`src/rtl/sevenseg_scan.sv`:
```
// Time-multiplexed N-digit seven-segment driver.
// Keeps a shadow copy of the digit values and lights one digit per scan slot.
// Each slot starts with a short all-anodes-off interval to stop ghosting
// between neighbouring digits. Leading-zero suppression and hex/BCD decode
// are applied to the digit being shown.
module sevenseg_scan #(
  parameter int NUM_DIGITS     = 4,
  parameter int SCAN_DIV       = 50000,
  parameter int BLANK_CYCLES   = 500,
  parameter int HEX_MODE       = 1,
  parameter int SEG_ACTIVE_LOW = 1,
  parameter int AN_ACTIVE_LOW  = 1
) (
  input  logic                    clk,
  input  logic                    rst_n,
  input  logic [4*NUM_DIGITS-1:0] digits,
  input  logic [NUM_DIGITS-1:0]   dp_in,
  input  logic [NUM_DIGITS-1:0]   blank_in,
  input  logic                    lz_en,
  input  logic                    load,
  input  logic                    enable,
  output logic [6:0]              a_to_g,
  output logic                    dp,
  output logic [NUM_DIGITS-1:0]   an,
  output logic                    frame_done
);

  localparam int PW = $clog2(SCAN_DIV);
  localparam int IW = (NUM_DIGITS > 1) ? $clog2(NUM_DIGITS) : 1;
  localparam logic [PW-1:0] PMAX   = PW'(SCAN_DIV - 1);
  localparam logic [PW-1:0] PBLANK = PW'(BLANK_CYCLES);
  localparam logic [IW-1:0] IMAX   = IW'(NUM_DIGITS - 1);
  localparam logic [6:0] SEG_OFF = (SEG_ACTIVE_LOW != 0) ? 7'h7F : 7'h00;
  localparam logic       DP_OFF  = (SEG_ACTIVE_LOW != 0);
  localparam logic [NUM_DIGITS-1:0] AN_OFF = {NUM_DIGITS{(AN_ACTIVE_LOW != 0)}};

  logic [PW-1:0]           prescaler;
  logic [IW-1:0]           idx;
  logic [4*NUM_DIGITS-1:0] shDigits;
  logic [NUM_DIGITS-1:0]   shDp;
  logic [NUM_DIGITS-1:0]   shBlank;
  logic [NUM_DIGITS-1:0]   supp;
  logic [NUM_DIGITS-1:0]   onehot;
  logic                    zrun;
  logic [3:0]              liveCode;
  logic                    liveDp, liveBlank, liveSupp;
  logic [3:0]              curCode;
  logic                    curDp, curBlank, curSupp;
  logic [3:0]              showCode;
  logic                    showDp, showBlank, showSupp;
  logic [6:0]              pattern;
  logic [6:0]              segNext;
  logic                    dpNext;
  logic [NUM_DIGITS-1:0]   anNext;

  // Glyph table in active-low abcdefg form; codes 10-15 go dark in BCD mode.
  function automatic logic [6:0] decode(input logic [3:0] code);
    logic [6:0] g;
    case (code)
      4'd0:    g = 7'b0000001;
      4'd1:    g = 7'b1001111;
      4'd2:    g = 7'b0010010;
      4'd3:    g = 7'b0000110;
      4'd4:    g = 7'b1001100;
      4'd5:    g = 7'b0100100;
      4'd6:    g = 7'b0100000;
      4'd7:    g = 7'b0001111;
      4'd8:    g = 7'b0000000;
      4'd9:    g = 7'b0000100;
      4'd10:   g = 7'b0001000;
      4'd11:   g = 7'b1100000;
      4'd12:   g = 7'b0110001;
      4'd13:   g = 7'b1000010;
      4'd14:   g = 7'b0110000;
      default: g = 7'b0111000;
    endcase
    if (HEX_MODE == 0 && code > 4'd9) g = 7'h7F;
    return g;
  endfunction

  // Slot prescaler and digit index; frame_done marks the first cycle of a new frame.
  always_ff @(posedge clk or negedge rst_n) begin
    if (!rst_n) begin
      prescaler  <= '0;
      idx        <= '0;
      frame_done <= 1'b0;
    end else begin
      frame_done <= 1'b0;
      if (prescaler == PMAX) begin
        prescaler <= '0;
        if (idx == IMAX) begin
          idx        <= '0;
          frame_done <= 1'b1;
        end else begin
          idx <= idx + 1'b1;
        end
      end else begin
        prescaler <= prescaler + 1'b1;
      end
    end
  end

  // Shadow copy of the display contents, refreshed only on a load strobe.
  always_ff @(posedge clk or negedge rst_n) begin
    if (!rst_n) begin
      shDigits <= '0;
      shDp     <= '0;
      shBlank  <= '0;
    end else if (load) begin
      shDigits <= digits;
      shDp     <= dp_in;
      shBlank  <= blank_in;
    end
  end

  // Leading-zero mask: a digit is dropped when it and everything above it is zero.
  always_comb begin
    zrun = 1'b1;
    supp = '0;
    for (int i = NUM_DIGITS - 1; i >= 0; i--) begin
      zrun    = zrun & (shDigits[4*i +: 4] == 4'd0);
      supp[i] = lz_en & zrun & (i > 0);
    end
  end

  // Pick the shadow entry and anode bit for the digit at the current index.
  always_comb begin
    liveCode  = 4'd0;
    liveDp    = 1'b0;
    liveBlank = 1'b0;
    liveSupp  = 1'b0;
    onehot    = '0;
    for (int i = 0; i < NUM_DIGITS; i++) begin
      if (idx == IW'(i)) begin
        liveCode  = shDigits[4*i +: 4];
        liveDp    = shDp[i];
        liveBlank = shBlank[i];
        liveSupp  = supp[i];
        onehot[i] = 1'b1;
      end
    end
  end

  // Freeze the digit at slot start so a mid-slot load cannot disturb it.
  always_ff @(posedge clk or negedge rst_n) begin
    if (!rst_n) begin
      curCode  <= 4'd0;
      curDp    <= 1'b0;
      curBlank <= 1'b0;
      curSupp  <= 1'b0;
    end else if (prescaler == '0) begin
      curCode  <= liveCode;
      curDp    <= liveDp;
      curBlank <= liveBlank;
      curSupp  <= liveSupp;
    end
  end

  // Next output values; on the slot's first cycle the latch is still loading, so use the live entry.
  always_comb begin
    showCode  = (prescaler == '0) ? liveCode  : curCode;
    showDp    = (prescaler == '0) ? liveDp    : curDp;
    showBlank = (prescaler == '0) ? liveBlank : curBlank;
    showSupp  = (prescaler == '0) ? liveSupp  : curSupp;
    pattern   = (showBlank | showSupp) ? 7'h7F : decode(showCode);
    segNext   = SEG_OFF;
    dpNext    = DP_OFF;
    anNext    = AN_OFF;
    if (enable) begin
      segNext = (SEG_ACTIVE_LOW != 0) ? pattern : ~pattern;
      dpNext  = (showDp & ~showBlank) ? ~DP_OFF : DP_OFF;
      if (prescaler >= PBLANK) anNext = (AN_ACTIVE_LOW != 0) ? ~onehot : onehot;
    end
  end

  // Register the pin drive so the board sees glitch-free segment and anode lines.
  always_ff @(posedge clk or negedge rst_n) begin
    if (!rst_n) begin
      a_to_g <= SEG_OFF;
      dp     <= DP_OFF;
      an     <= AN_OFF;
    end else begin
      a_to_g <= segNext;
      dp     <= dpNext;
      an     <= anNext;
    end
  end

endmodule

```
`config.mk`:
```
export PLATFORM = sky130hd
export DESIGN_NAME = sevenseg_scan
export DESIGN_NICKNAME = d
export VERILOG_FILES = /design/src/rtl/sevenseg_scan.sv
export SDC_FILE = /design/constraint.sdc
export NUM_CORES = 1
export LEC_CHECK = 0
export ABC_CLOCK_PERIOD_IN_PS = 3700
export CORE_MARGIN = 2
export CORE_UTILIZATION = 54
export DETAILED_ROUTE_END_ITERATION = 8
export GPL_ROUTABILITY_DRIVEN = 0
export PLACE_DENSITY = 0.79
export SLEW_MARGIN = 20
export SYNTH_ARGS = -nofsm -noshare
export SYNTH_HDL_FRONTEND = slang
export SYNTH_SLANG_ARGS = --single-unit
```
`constraint.sdc`:
```
create_clock -name clk -period 3.7 [get_ports clk]
set_input_delay 0.555 -clock clk [delete_from_list [all_inputs] [get_ports clk]]
set_output_delay 0.555 -clock clk [all_outputs]
set_load 0.1 [all_outputs]
```
==> impl_summary.txt <==
----------------------------------------------------
[Status]
  Outcome ... completed

[Synth]
  Sequential element share of the synthesized area ... 52.6%
  Number of warnings issued by yosys ... 0
  Share of flip-flops with an asynchronous set or reset after synthesis ... 100%
  Share of the synthesized area in the top cell type ... 42.0%
  Netlist area before placement ... 2980 um^2
  Count of flip-flops with a built-in enable after synthesis ... 0
  Biggest area contributors in the synthesized netlist ... sky130_fd_sc_hd__dfrtp_1 42%, sky130_fd_sc_hd__dfstp_2 11%, sky130_fd_sc_hd__mux2_2 11%
  Post-synthesis net count ... 307
  Number of instances in the synthesized netlist ... 266
  Number of library cell types mapped by synthesis ... 42
  Library cell occupying the most area in the post-synthesis netlist ... sky130_fd_sc_hd__dfrtp_1
  Most frequently used flop master after synthesis ... sky130_fd_sc_hd__dfrtp_1
  Syn avg cell area ... 11.2 um^2
  Count of state elements after synthesis ... 62

[Global routing]
  Gr ovfl total ... 0
  Met1 usage ... 27.7%
  Routing usage on met2 ... 30.6%
  Antenna violations before repair ... 0
  Global routing's busiest layer ... met2
  Total Routing Usage GR ... 19.9%
  Number of global-route vias before repair ... 2033
  Global Route met3 Usage ... 4.94%
  First-pass GRT wire length ... 9.41 mm
  Pin count of the biggest net entering global routing ... 49

[Placed design]
  Worst slack, placed ... 893 ps
  IO Port Bufs ... 41
  Total half-perimeter wirelength after legalization and detailed placement ... 3.97 mm

[Drt]
  DRT Wirelength ... 5.64 mm
  DR iter-0 viols ... 119
  1st-pass router iterations ... 4
  Via count of the routed design ... 2109
  Via/cell ratio ... 5.41
  Drt drc ... 0
  Antenna viol nets, final ... 0
  Avg WL per Cell ... 14.5 um

[Clocking]
  Sinks on Clock Net ... 62
  Number of clock buffers inserted by TritonCTS ... 9
  Max H-tree Level ... 3
  CTS max path bufs ... 2
  Clk slew on worst S/H paths ... 70 ps
  PostCTS Resize Cnt ... 0
  Worst skew pair latency ... 340 ps
  Clock tree from TritonCTS ... built
  Hold-fix buffers at CTS ... 0
  Buffers inserted by post-CTS timing repair ... 0
  Root buffer cell ... sky130_fd_sc_hd__clkbuf_8

[Floorplan]
  Die area ... 6120 um^2
  Die extent in x ... 78.2 um
  Initial Utilization ... 55.1%
  Vertical die dimension ... 78.2 um
  Core area ... 5410 um^2
  IO Pins ... 42
  Row Count ... 27

[STA]
  Period Utilization, post-route ... 76.2%
  Unrepaired setup endpoints after global routing ... no
  Relative slew slack ... 35.2%
  Final Critical Period ... 2820 ps
  Hold Slack ... 220 ps
  Max frequency ... 355 MHz
  Final setup violation count ... 0
  Fin. Hold Viols ... 0
  Final setup TNS ... 0 ps
  Final worst-path setup slack ... 882 ps
  Skew final ... 6.40 ps
  Number of slew-limit violations in the final report ... 0
  Measured slew at the worst slew-check pin ... 970 ps

[Run]
  Number of max-cap violations ... 0

[Hold path]
  Worst min-delay path category ... input pin to async pin

[Power and ir drop]
  Power density relative to cell area ... 450 nW/um^2
  Leakage power ... 1.58 nW
  Largest voltage drop on the vdd net ... 0.000280 V

[Worst setup path]
  CP required ... 3950 ps
  Crit Path Class ... flip-flop to flip-flop
  Slowest cell delay on critical path ... 450 ps
  Startpoint of the most critical setup path ... prescaler[12]
  R2R Path Start ... prescaler[12]
  Arrival time of the worst setup path ... 3070 ps
  Ordered cell list for the critical path ... or2_1, or4_4, nor3_4, buf_4, mux2i_1, inv_1, ha_1, nand2_1, a21boi_0, o211ai_1
  Setup crit start kind ... flip-flop
  Worst path slowest cell ... sky130_fd_sc_hd__or4_4
  Crit end category ... flip-flop
  Maximum fanout encountered on the critical timing path ... 18

[Cells and area]
  Final core area utilization ... 68.6%
  Growth of design area from synthesis to finish ... 24.6%
  Most frequent cells in the layout ... 50 x sky130_fd_sc_hd__dfrtp_1, 39 x sky130_fd_sc_hd__clkdlybuf4s50_1, 28 x sky130_fd_sc_hd__mux2_2, 25 x sky130_fd_sc_hd__nand2_1, 19 x sky130_fd_sc_hd__nor2_1
  Most frequent standard cell in the layout excluding fill and tap cells ... sky130_fd_sc_hd__dfrtp_1
  Final layout net count ... 354
  Fraction of final layout cells sized beyond drive strength 1 ... 20.1%
  Antenna diode count ... 0

----------------------------------------------------
-- cells in the mapped netlist, types with 2 or more instances --
master,count
sky130_fd_sc_hd__ha_1,12
sky130_fd_sc_hd__xnor2_1,7
sky130_fd_sc_hd__mux2i_1,5
sky130_fd_sc_hd__o22ai_1,4
sky130_fd_sc_hd__nor3_1,5
sky130_fd_sc_hd__a21oi_1,11
sky130_fd_sc_hd__nand3_1,7
sky130_fd_sc_hd__nor2_1,19
sky130_fd_sc_hd__dfstp_2,12
sky130_fd_sc_hd__clkbuf_1,7
sky130_fd_sc_hd__nor3b_1,2
sky130_fd_sc_hd__a22oi_1,5
sky130_fd_sc_hd__inv_1,10
sky130_fd_sc_hd__nand2_1,25
sky130_fd_sc_hd__and3_1,5
sky130_fd_sc_hd__o21ai_0,6
sky130_fd_sc_hd__nor2b_1,5
sky130_fd_sc_hd__mux2_2,28
sky130_fd_sc_hd__dfrtp_1,50
sky130_fd_sc_hd__and2_1,2
sky130_fd_sc_hd__nand2b_1,2
sky130_fd_sc_hd__xor2_1,9
sky130_fd_sc_hd__o211ai_1,6
sky130_fd_sc_hd__nor4_1,4
-- stage by stage --
step | total power [mW] | cells | cell area [um^2]
floorplan | 0.873 | 266 | 2980
global placement | 0.946 | 374 | 3460
detailed placement | 0.949 | 374 | 3460
CTS | 1.68 | 390 | 3710
global route | 1.73 | 390 | 3710
finish | 1.67 | 390 | 3710
-- kinds of logic (layout without fill, tap and decap cells) --
kind of cell             Yosys count  count (layout)  share of synthesized area, %
multiplexers                      33              33                          12.3
AO/OA/AOI/OAI                     41              41                          8.91
adder cells (fa/ha/maj)           12              12                          5.04
XOR/XNOR                          16              16                          4.71
AND/OR/NAND/NOR                   83              83                          14.0
buffers and inverters             19              71                          2.48
flip-flops                        62              62                          52.6
-- worst max-delay path, delay by kind of cell, from the launching register on --
| family | cells | cell delay [ps] |
|---|---|---|
| AND/OR/NAND/NOR | 4 | 1010 |
| flip-flops | 1 | 410 |
| buffers and inverters | 2 | 400 |
| multiplexers | 1 | 380 |
| AO/OA/AOI/OAI | 2 | 300 |
| adder cells (fa/ha/maj) | 1 | 230 |
-- final timing paths --
check	depth (start not counted)	slack, ps	to
max	10	880	a_to_g[0]
min in group clk	1	500	curDp
max reg2reg	10	880	a_to_g[0]
max in group asynchronous	2	2790	a_to_g[1]
min	1	220	frame_done
min reg2reg	1	500	curDp
-- routing by layer --
| layer | part of all wire, % | routed length (um) | vias to the layer above |
|---|---|---|---|
| met5 | 0 | 0 | - |
| met4 | 1.2 | 68 | 0 |
| met3 | 4.9 | 277 | 6 |
| met2 | 48 | 2700 | 53 |
| met1 | 46 | 2590 | 1030 |
| li1 | - | - | 1020 |
-- registers in the layout, summed over array words and instances, names as in the netlist, 2 cells and up --
name       cells
prescaler     16
shDigits      16
a_to_g         7
an             4
curCode        4
shBlank        4
shDp           4
idx            2
-- where the power goes --
group	total (mW)	internal, mW	switching (mW)
logic	0.194	0.0837	0.110
registers	0.742	0.719	0.0230
clock network	0.733	0.485	0.248
total	1.67	1.29	0.381
-- final cells by class --
type,count,area [um^2]
inverter,11,42.5
multi-input combinational,185,1340
tap,72,90.1
fill,401,1700
clock inverter,3,90.1
timing repair buffer,44,425
sequential,62,1570
clock buffer,13,159
No activity file was read; power rests on OpenSTA's default activity.
